[config.mk]
export PLATFORM = sky130hd
export DESIGN_NAME = sprite_pixel_compositor
export DESIGN_NICKNAME = d
export VERILOG_FILES = /design/src/rtl/sprite_pkg.sv /design/src/rtl/sprite_bbox_addr.sv /design/src/rtl/sprite_pixel_compositor.sv
export SDC_FILE = /design/constraint.sdc
export NUM_CORES = 1
export LEC_CHECK = 0
export ABC_AREA = 0
export CELL_PAD_IN_SITES_DETAIL_PLACEMENT = 1
export CELL_PAD_IN_SITES_GLOBAL_PLACEMENT = 1
export CORE_AREA = 2 2 196 198
export DETAILED_ROUTE_END_ITERATION = 10
export DIE_AREA = 0 0 198 200
export PLACE_DENSITY_LB_ADDON = 0.05
export SKIP_CTS_REPAIR_TIMING = 1
export SYNTH_ARGS = -nofsm -noshare
export SYNTH_HDL_FRONTEND = slang
export SYNTH_SLANG_ARGS = --single-unit
[constraint.sdc]
create_clock -name i_clk -period 3 [get_ports i_clk]
set_input_delay 0.9 -clock i_clk [delete_from_list [all_inputs] [get_ports i_clk]]
set_output_delay 0.9 -clock i_clk [all_outputs]
set_load 0.05 [all_outputs]
[src/rtl/sprite_pkg.sv]
// Shared types for the sprite overlay stage: colour and palette types plus the
// per-pixel sideband that travels down the pipeline next to the ROM fetch.
package sprite_pkg;
  localparam int RGB_W = 24;
  localparam int IDX_W = 4;
  localparam logic [IDX_W-1:0] TRANSPARENT_IDX = '0;

  typedef logic [RGB_W-1:0] rgb_t;
  typedef rgb_t palette_t [0:15];

  // sprite placement, frozen once per frame
  typedef struct packed {
    logic [9:0] x;
    logic [9:0] y;
    logic       en;
    logic       flip;
  } shadow_t;

  // sideband that has to stay aligned with the ROM data
  typedef struct packed {
    logic hs;
    logic vs;
    rgb_t bg;
  } pix_t;
endpackage

[src/rtl/sprite_bbox_addr.sv]
// First pipeline stage: tests the raster position against the sprite box and
// registers the ROM address (mirrored when flip is set, zero on a miss).
module sprite_bbox_addr
  import sprite_pkg::*;
#(
  parameter int SPR_W  = 64,
  parameter int SPR_H  = 64,
  parameter int H_ACT  = 640,
  parameter int V_ACT  = 480,
  parameter int ADDR_W = 12
) (
  input  logic              i_clk,
  input  logic              i_rst,
  input  logic              i_pix_valid,
  input  logic [9:0]        i_pix_x,
  input  logic [9:0]        i_pix_y,
  input  shadow_t           i_spr,
  output logic [ADDR_W-1:0] o_rom_addr,
  output logic              o_hit
);
  localparam int LW = $clog2(SPR_W);
  localparam int LH = $clog2(SPR_H);
  localparam logic [10:0] W11 = 11'(SPR_W);
  localparam logic [10:0] H11 = 11'(SPR_H);
  localparam logic [9:0]  HA  = 10'(H_ACT);
  localparam logic [9:0]  VA  = 10'(V_ACT);

  logic [10:0]   dx, dy;
  logic [LW-1:0] col;
  logic          hit;

  // 11-bit differences together with the >= guards keep a sprite near the
  // right/bottom edge from aliasing back onto the left/top of the screen
  always_comb begin
    dx  = {1'b0, i_pix_x} - {1'b0, i_spr.x};
    dy  = {1'b0, i_pix_y} - {1'b0, i_spr.y};
    hit = i_spr.en & i_pix_valid &
          (i_pix_x >= i_spr.x) & (dx < W11) &
          (i_pix_y >= i_spr.y) & (dy < H11) &
          (i_pix_x < HA) & (i_pix_y < VA);
    // SPR_W-1-dx on the low bits is just the bitwise complement
    col = i_spr.flip ? ~dx[LW-1:0] : dx[LW-1:0];
  end

  always_ff @(posedge i_clk) begin
    if (i_rst) begin
      o_rom_addr <= '0;
      o_hit      <= 1'b0;
    end else begin
      o_rom_addr <= hit ? {dy[LH-1:0], col} : '0;
      o_hit      <= hit;
    end
  end
endmodule

[src/rtl/sprite_pixel_compositor.sv]
// Sprite overlay: shadowed sprite placement, 3-cycle pipeline around a
// synchronous sprite ROM, and the final palette/background mux.
module sprite_pixel_compositor
  import sprite_pkg::*;
#(
  parameter int SPR_W  = 64,
  parameter int SPR_H  = 64,
  parameter int H_ACT  = 640,
  parameter int V_ACT  = 480,
  parameter int ADDR_W = 12
) (
  input  logic              i_clk,
  input  logic              i_rst,
  input  logic              i_pix_valid,
  input  logic [9:0]        i_pix_x,
  input  logic [9:0]        i_pix_y,
  input  logic              i_hsync,
  input  logic              i_vsync,
  input  rgb_t              i_bg_rgb,
  input  logic [9:0]        i_spr_x,
  input  logic [9:0]        i_spr_y,
  input  logic              i_spr_en,
  input  logic              i_flip_h,
  input  palette_t          i_palette,
  output logic [ADDR_W-1:0] o_rom_addr,
  input  logic [IDX_W-1:0]  i_rom_idx,
  output rgb_t              o_rgb,
  output logic              o_valid,
  output logic              o_hsync,
  output logic              o_vsync,
  output logic              o_opaque
);
  localparam int STAGES = 3;
  localparam pix_t PIX_IDLE = '{hs: 1'b1, vs: 1'b1, bg: '0};

  shadow_t           shd;
  logic              vs_q;
  logic [STAGES:0]   vld_pipe;
  pix_t              s0, s1;
  logic              hit0, hit1;
  logic              opq;
  rgb_t              rgb_nxt;

  // placement only moves on the vsync falling edge so a frame never tears
  always_ff @(posedge i_clk) begin
    if (i_rst) begin
      shd  <= '0;
      vs_q <= 1'b1;
    end else begin
      vs_q <= i_vsync;
      if (vs_q & ~i_vsync)
        shd <= '{x: i_spr_x, y: i_spr_y, en: i_spr_en, flip: i_flip_h};
    end
  end

  sprite_bbox_addr #(
    .SPR_W (SPR_W),
    .SPR_H (SPR_H),
    .H_ACT (H_ACT),
    .V_ACT (V_ACT),
    .ADDR_W(ADDR_W)
  ) u_bbox (
    .i_clk      (i_clk),
    .i_rst      (i_rst),
    .i_pix_valid(i_pix_valid),
    .i_pix_x    (i_pix_x),
    .i_pix_y    (i_pix_y),
    .i_spr      (shd),
    .o_rom_addr (o_rom_addr),
    .o_hit      (hit0)
  );

  assign vld_pipe[0] = i_pix_valid;

  always_ff @(posedge i_clk) begin
    if (i_rst) begin
      vld_pipe[STAGES:1] <= '0;
      s0                 <= PIX_IDLE;
      s1                 <= PIX_IDLE;
      hit1               <= 1'b0;
    end else begin
      vld_pipe[STAGES:1] <= vld_pipe[STAGES-1:0];
      s0                 <= '{hs: i_hsync, vs: i_vsync, bg: i_bg_rgb};
      s1                 <= s0;
      hit1               <= hit0;
    end
  end

  // i_rom_idx is the ROM's answer to the address registered one stage earlier
  always_comb begin
    opq     = hit1 & (i_rom_idx != TRANSPARENT_IDX);
    rgb_nxt = '0;
    if (vld_pipe[STAGES-1])
      rgb_nxt = opq ? i_palette[i_rom_idx] : s1.bg;
  end

  always_ff @(posedge i_clk) begin
    if (i_rst) begin
      o_rgb    <= '0;
      o_opaque <= 1'b0;
      o_hsync  <= 1'b1;
      o_vsync  <= 1'b1;
    end else begin
      o_rgb    <= rgb_nxt;
      o_opaque <= opq;
      o_hsync  <= s1.hs;
      o_vsync  <= s1.vs;
    end
  end

  assign o_valid = vld_pipe[STAGES];
endmodule

# Word-level counts from Yosys, hierarchy flattened

Cells that the tools add are included.

Register bits: 118
Input port bits: 459
Output and inout bits: 40
Word-level logic and storage cells: 49

Add/subtract/negate cells: 2
$lt $le $gt $ge: 7
Muxes and demuxes: 5
Bitwise logic cells: 14
Reduce and logical (&&, ||, !) cells: 3

Operators with widths:

| cell                 | count |
|---|---|
| $bmux 24 s4          | 1 |
| $mux 24              | 3 |
| $lt 11x7->1 const B  | 2 |
| $sub 10x10->11       | 2 |
| $ge 10x10->1         | 2 |
| $lt 10x10->1 const B | 1 |
| $lt 10x9->1 const B  | 1 |
| $and 1x1->1          | 9 |
| $mux 6               | 1 |
| $not 6->6            | 1 |
| $ge 5x5->1 const B   | 1 |
| $not 4->5            | 1 |
| $reduce_bool 4->1    | 1 |
| $reduce_or 2->1      | 2 |
| $not 1->1            | 3 |

# Logic depth before layout (Yosys ltp)

Word-level depth: 9
Gate-level depth with buffers: 10
Mapped depth without buffers: 9

# Hierarchy

From an unflattened synthesis, not the netlist that was laid out.

Cells, all modules: 932
Area, all modules: 7,927.6 um2

Modules (own cells, without submodules):

| module                  | instances | cells an instance | area each (um2) | sequential area each (um2) |
|---|---|---|---|---|
| sprite_pixel_compositor | 1         | 749               | 6,419.9         | 2,102.0 |
| sprite_bbox_addr        | 1         | 183               | 1,507.7         | 260.2 |

# Worst setup path before layout

No wires, ideal clock.

Path kind: input to register
Start point: input i_pix_y[0]
End point: register u_bbox.o_rom_addr[9]
Setup time: 0.103 ns
Arrival time: 2.727 ns
Data required time: 2.897 ns
Setup slack: 0.170 ns
Stages: 9
Path buffers: 0
Cell sequence: inv_1 -> ha_1 -> fa_1 -> nor2b_1 -> o2111ai_1 -> a221oi_1 -> o2111ai_1 -> or2_1 -> a2111oi_2

Cells in the longest elaborated chain, start to end: 7
Elaborated cells between the ends (all ways): 10

RTL lines:

| what                                                  | RTL line                                       | source |
|---|---|---|
| start, declared                                       | sprite_pixel_compositor.sv:16                  | `input logic [9:0] i_pix_y,` |
| $sub 10x10->11 / $ge 10x10->1 (equally long branches) | sprite_bbox_addr.sv:36, sprite_bbox_addr.sv:39 |  |
| $lt 11x7->1 / $and 1x1->1 (equally long branches)     | sprite_bbox_addr.sv:39, sprite_bbox_addr.sv:38 |  |
| $and 1x1->1 (2 in a row)                              | sprite_bbox_addr.sv:39                         | `(i_pix_y >= i_spr.y) & (dy < H11) &` |
| $and 1x1->1                                           | sprite_bbox_addr.sv:40                         | `(i_pix_x < HA) & (i_pix_y < VA);` |
| $not 1->1 (no line)                                   | -                                              |  |
| $reduce_or 2->1 (no line)                             | -                                              |  |
| end signal, assigned                                  | sprite_bbox_addr.sv:50                         | `o_rom_addr <= hit ? {dy[LH-1:0], col} : '0;` |
| end, declared                                         | sprite_bbox_addr.sv:18                         | `output logic [ADDR_W-1:0] o_rom_addr,` |

Several ways; a longest one is shown, not always the timed one.
A chain may end at the register's enable or synchronous reset.

# Worst setup path after layout

Start point: input i_pix_y[1]
End point: register u_bbox.o_rom_addr[9]

Same word-level chain as after synthesis.

==> results.yml <==
outcome:
  status: "complete, no violations"
logic_synthesis:
  synth-edff-count: 0
  yosysTopAreaCell: "mux4_2"
  yosysUniqueCellTypes: 51
  netlist_area_um2: 7460
  avgSynthCellArea_um2: 11.6
  synth_cells: 646
  netlist.area_leader.share_pct: 35.6
  yosysWarnings: 0
  synthTopCellsByArea: "mux4_2 36%, dfxtp_1 32%, nor2b_1 5.0%"
  ys.flop_type: "dfxtp_1"
  yosysSeqAreaShare_pct: 31.7
  ys_ff_latch: 118
  synth_fp_nets: 1127
  async_flop_share_pct: 0
finish:
  final_layout_size_suffix_gt1_share_pct: 20.7
  n_fill_cell: 4079
  syn2layout_area_growth_pct: 88.6
  num-nets-final: 1661
  final_cell_area_um2: 14100
  seqCellArea_um2: 2360
  multi_input_area_um2: 4680
  fin_util_pct: 37.6
global_route:
  grt_pass1_vias: 7983
  grt_usage_pct: 21.9
  grt_pass1_wl_mm: 60.4
  antenna_found_initial: 9
  grt_max_degree: 80
  grt_overflow: 0
timing:
  tns_ps: 0
  drv_slew: 0
  fin_crit_ps: 2880
  finalSetupViolCount: 0
  worst_pin_slew_ps: 847
  finalCritPeriodShare_pct: 96.0
  grt_setup_unrepaired: "false"
  clock-skew-final_ps: 5.80
  max_slew_margin_pct: 43.5
  max_freq_mhz: 347
  hold_viol: 0
critical_path:
  critPathSlowestCell: "clkdlybuf4s50_1"
  crit_family: "compound AO/OA/AOI/OAI gates"
  cp.arrival_ps: 3200
  rrSetupSlack_ps: 590
  cp_max_fo: 4
  worstRegToRegCells: 8
  required_ps: 3320
  crit_chain: "clkdlybuf4s50_1 > inv_1 > fa_2 > nor2b_4 > o2111ai_2 > a221oi_2 > o2111ai_2 > or2_4 > a2111oi_4"
  r2r_start: "shd[2]$_SDFFE_PP0P_"
  cp.buffers_inverters: 2
  max_stage_delay_ps: 490
  criticalPathCategory: "in -> reg"
  end_kind: "flop"
  crit_top_cell: "o2111ai_2"
  startpoint_type: "input pin"
  r2r-end: "u_bbox.o_rom_addr[9]$_SDFF_PP0_"
placement:
  hpwl_mm: 38.0
  place.gp.congestion: 0.938
  portBuffers: 498
  placed_cell_area_um2: 13400
floorplan:
  fp.dieW_um: 198
  rows: 71
  design.core.area_um2: 37400
  die_area_um2: 39600
  ios: 499
  initial_core_util_pct: 20.0
  die_y_um: 200
min_path:
  min_to: "o_hsync$_SDFF_PP1_"
  min_path_type: "reg -> reg"
  hp-start: "s1[25]$_SDFF_PP1_"
  hold_path_depth: 1
clock_tree:
  cts_tree: "done"
  root_buffer: "clkbuf_16"
  clkSlewWorstSetupHoldPaths_ps: 60
  numCtsBuffers: 17
  clock_path_buffers: 2
  cts_max_level: 4
  cts_sinks: 118
  clk_latency_ps: 420
drt:
  wl_mm: 44.2
  viasPerCell: 4.40
  vias: 7530
  drt-initial-drc-count: 296
  postRouteAntennaNets: 0
  drc: 0
  drtPass1Iterations: 4
  wl_per_cell_um: 25.8
run:
  drv_cap: 0
power_and_ir_drop:
  p_leak_nw: 5.10
  vdd_drop_max_mv: 0.349
  p_per_area_nw_per_um2: 372
-- where the power goes --
part | internal (mW) | switching [mW]
combinational | 1.02 | 0.559
sequential | 1.62 | 0.0180
clock | 1.18 | 0.830
total | 3.82 | 1.41
-- state kept, by name (all words and copies together) (netlist names), 2 cells and up --
signal             cells
vld_pipe               2
s0                    26
s1                    26
o_rgb                 24
u_bbox.o_rom_addr     12
shd                   22
-- routing by layer --
metal	vias up	GRT usage [%]	part of all wire (%)
met3	26	4.57	6.2
met1	3778	28.4	43
met5	-	0	0.081
met4	6	5.46	0.89
li1	3462	-	-
met2	258	37.1	50
-- cells in the mapped netlist, types with 2 or more instances --
cell type  instances
nor3_2             8
mux4_1             2
xnor2_1            9
buf_12             4
fa_1               2
nor3_1             2
or2_2              6
nand2_1           76
o31ai_1            3
nand4_1            2
a21o_1             2
o21ai_0           10
buf_2             14
o21ai_1           25
o31a_1             2
o21a_1             3
o2111ai_1          3
nand2b_1           3
dfxtp_1          118
inv_1             34
buf_6              2
mux4_2           118
clkinv_1          20
a21oi_1           30
nor4_1             3
ha_1              20
nor2b_1           60
clkbuf_1          28
nand3_1            2
mux2i_1            4
nor2_1             9
xor2_1             3
-- layout make-up --
cell class	instances	area share [%]
flip-flops and latches	118	16.8
diodes	7	0.124
clock buffers	18	3.12
repair buffers	564	39.8
multi-input cells	425	33.2
clock inverters	14	0.996
inverters	54	1.44
well taps	511	4.54
-- worst max path at each step --
stage | startpoint | to | depth (start not counted)
6_report | i_pix_y[1] | u_bbox.o_rom_addr[9]$_SDFF_PP0_ | 9
5_1_grt | i_pix_y[1] | u_bbox.o_rom_addr[8]$_SDFF_PP0_ | 9
4_1_cts | i_pix_y[0] | u_bbox.o_rom_addr[9]$_SDFF_PP0_ | 10
3_5_place_dp | i_pix_y[0] | u_bbox.o_rom_addr[9]$_SDFF_PP0_ | 10
3_3_place_gp | i_pix_y[0] | u_bbox.o_rom_addr[9]$_SDFF_PP0_ | 10
2_1_floorplan | i_pix_y[0] | u_bbox.o_rom_addr[9]$_SDFF_PP0_ | 9
-- worst register-to-register path, delay by kind of cell (launching register included) --
kind,cells,cell delay (ps)
simple gates,2,450
compound gates,4,930
flops,1,320
fa+ha+maj,2,600
-- cells in the final DEF (no fill, tap or decap), types with 3 or more instances in the layout --
master	n
nor2b_1	57
buf_4	57
o31ai_1	3
nand2_1	76
diode_2	7
buf_12	10
clkdlybuf4s50_1	493
dfxtp_1	118
xnor2_1	9
o21a_1	3
nor2_1	9
o21ai_1	25
inv_6	6
inv_1	34
ha_1	19
mux2i_1	4
xor2_1	3
or2_2	6
nor2b_2	3
nand2b_1	3
nor3_2	8
a21oi_1	30
clkinv_1	20
o21ai_0	10
clkinvlp_4	4
mux4_2	118
clkbuf_16	17
-- cell families (layout without fill, tap and decap cells) --
| kind of cell | after synthesis | after routing | synth area share [%] |
|---|---|---|---|
| flip-flops | 118 | 118 | 31.7 |
| AND/OR/NAND/NOR | 176 | 176 | 12.3 |
| buffers and inverters | 103 | 650 | 6.54 |
| XOR/XNOR | 12 | 12 | 1.41 |
| AO/OA/AOI/OAI | 91 | 91 | 7.38 |
| adder cells (fa/ha/maj) | 22 | 22 | 3.89 |
| multiplexers | 124 | 124 | 36.8 |
| other | 0 | 7 | 0 |
-- through the flow --
step | power [mW] | hold slack, ps | setup WS (ps) | instances
2_1_floorplan | 2.34 | 389 | 170 | 646
3_3_place_gp | 3.24 | 392 | -547 | 1672
3_5_place_dp | 3.24 | 400 | -617 | 1672
4_1_cts | 5.32 | 415 | -189 | 1704
5_1_grt | 5.50 | 426 | 3.32 | 1710
6_report | 5.23 | 412 | 120 | 1711
Note: power is estimated with default switching activity, not from simulation.
==> patch: new RTL, same flow settings <==
Set the localparam `STAGES` to 5 (it was 3).
--- a/src/rtl/sprite_pixel_compositor.sv
+++ b/src/rtl/sprite_pixel_compositor.sv
@@ -31,5 +31,5 @@
   output logic              o_opaque
 );
-  localparam int STAGES = 3;
+  localparam int STAGES = 5;
   localparam pix_t PIX_IDLE = '{hs: 1'b1, vs: 1'b1, bg: '0};
 
Behaviour: not the same (Yosys sat finds a counterexample within 4 cycles, from zero or initial values and one cycle with i_rst high).
==> patch against the unedited design <==
Via count rose by 3.1%. Die area did not move. Critical path type unchanged. Critical endpoint is now u_bbox.o_rom_addr[0]. Power rose by 6.0%. Wire length fell by 2.6%. Final area rose by 3.7%. Synthesized area rose by 1.7%. Maximum frequency fell by 0.52%. Sequential share of layout area fell by 0.32 points. Sequential cell count rose by 2. Combinational power rose by 4%. Largest power group unchanged. Worst setup slack got worse by 0.015 ns.
==> patch: results (changes against the unedited design) <==
metric,value,unit,change
Crit-path slowest cell,or4_4,,
Clock Skews,0.01552,ns,+0.009713 ns
post-placement cell area,13690,um2,+2.1%
family with the most delay on the worst path,simple AND/OR/NAND/NOR gates,,
synth unique cells,55,,+7.8%
Reg2Reg Setup Slack,0.57,ns,-0.02 ns
share of cells above drive strength 1,23.09,%,+2.4 points
1st-iter DRT viols,349,,+18%
synth top area cells,"mux4_2 36%, dfxtp_1 32%, nor2b_1 4.8%, nand2_1 4.0%, ha_1 3.3%",,
leakage power,5.392,nW,+5.7%
GR Util met3,5.897,%,+1.3 points
worst-case reg-to-reg path depth,9,,+1
initial antenna violation count,19,,+10
drt via density,4.426,,+0.57%
outcome,"complete, no violations",,
crit-path max FO,6,,+2
FF-to-FF End,u_bbox.o_rom_addr[0],,
Syn Nets,1151,,+2.1%
met1 usage,26.20,%,-2.2 points
met2 usage,35.94,%,-1.2 points
worst r2r src,shd[12],,
worst hold slack,0.4098,ns,-0.002543 ns
pre-CTS WS,-0.7999,ns,-0.1832 ns
routed wire length,43040,um,-2.6%
synth cell count leaders,"120 x dfxtp_1, 120 x mux4_2, 80 x nand2_1",,
largest net degree at the start of global routing,82,,+2.5%
==> patch: cell count changes after synthesis, sizes merged, moves of 4 or more <==
cell | unedited run | this run
nand2 | 76 | 80
buf | 21 | 17
nand3 | 2 | 6
clkinv | 20 | 0
inv | 34 | 50
nand2b | 3 | 7
a21oi | 30 | 38
clkbuf | 28 | 34
a211oi | 1 | 5
==> patch: cell type report <==
type | instances | area [um2]
clock buffer | 19 | 452.9
tap | 511 | 639.4
inverter | 50 | 192.7
multi-input combinational | 450 | 4957
timing repair buffer | 578 | 5722
fill | 4084 | 22810
clock inverter | 13 | 193.9
sequential | 120 | 2402
antenna | 13 | 32.53
==> patch: power breakdown <==
part	switching [mW]	internal (mW)	total [mW]
registers	0.0186	1.65	1.66
clock network	0.791	1.44	2.23
logic	0.579	1.07	1.65
==> patch: cell families after synthesis <==
kind of cell / synth area share, %
AO/OA/AOI/OAI: 7.684
XOR/XNOR: 1.500
adder cells (fa/ha/maj): 3.825
buffers and inverters: 5.375
flip-flops: 31.66
multiplexers: 35.88
AND/OR/NAND/NOR: 14.08
==> patch: how the worst max path moves through the flow <==
stage / cells after the start / start / endpoint / slack (ns)
3_5_place_dp: 11 / i_pix_x[0] / u_bbox.o_rom_addr[0] / -0.80
3_3_place_gp: 11 / i_pix_x[0] / u_bbox.o_rom_addr[3] / -0.75
4_1_cts: 11 / i_pix_x[0] / u_bbox.o_rom_addr[0] / -0.37
6_report: 9 / i_pix_x[6] / u_bbox.o_rom_addr[0] / 0.11
2_1_floorplan: 10 / i_pix_x[0] / u_bbox.o_rom_addr[7] / 0.002
5_1_grt: 9 / i_pix_x[7] / u_bbox.o_rom_addr[10] / 0.01
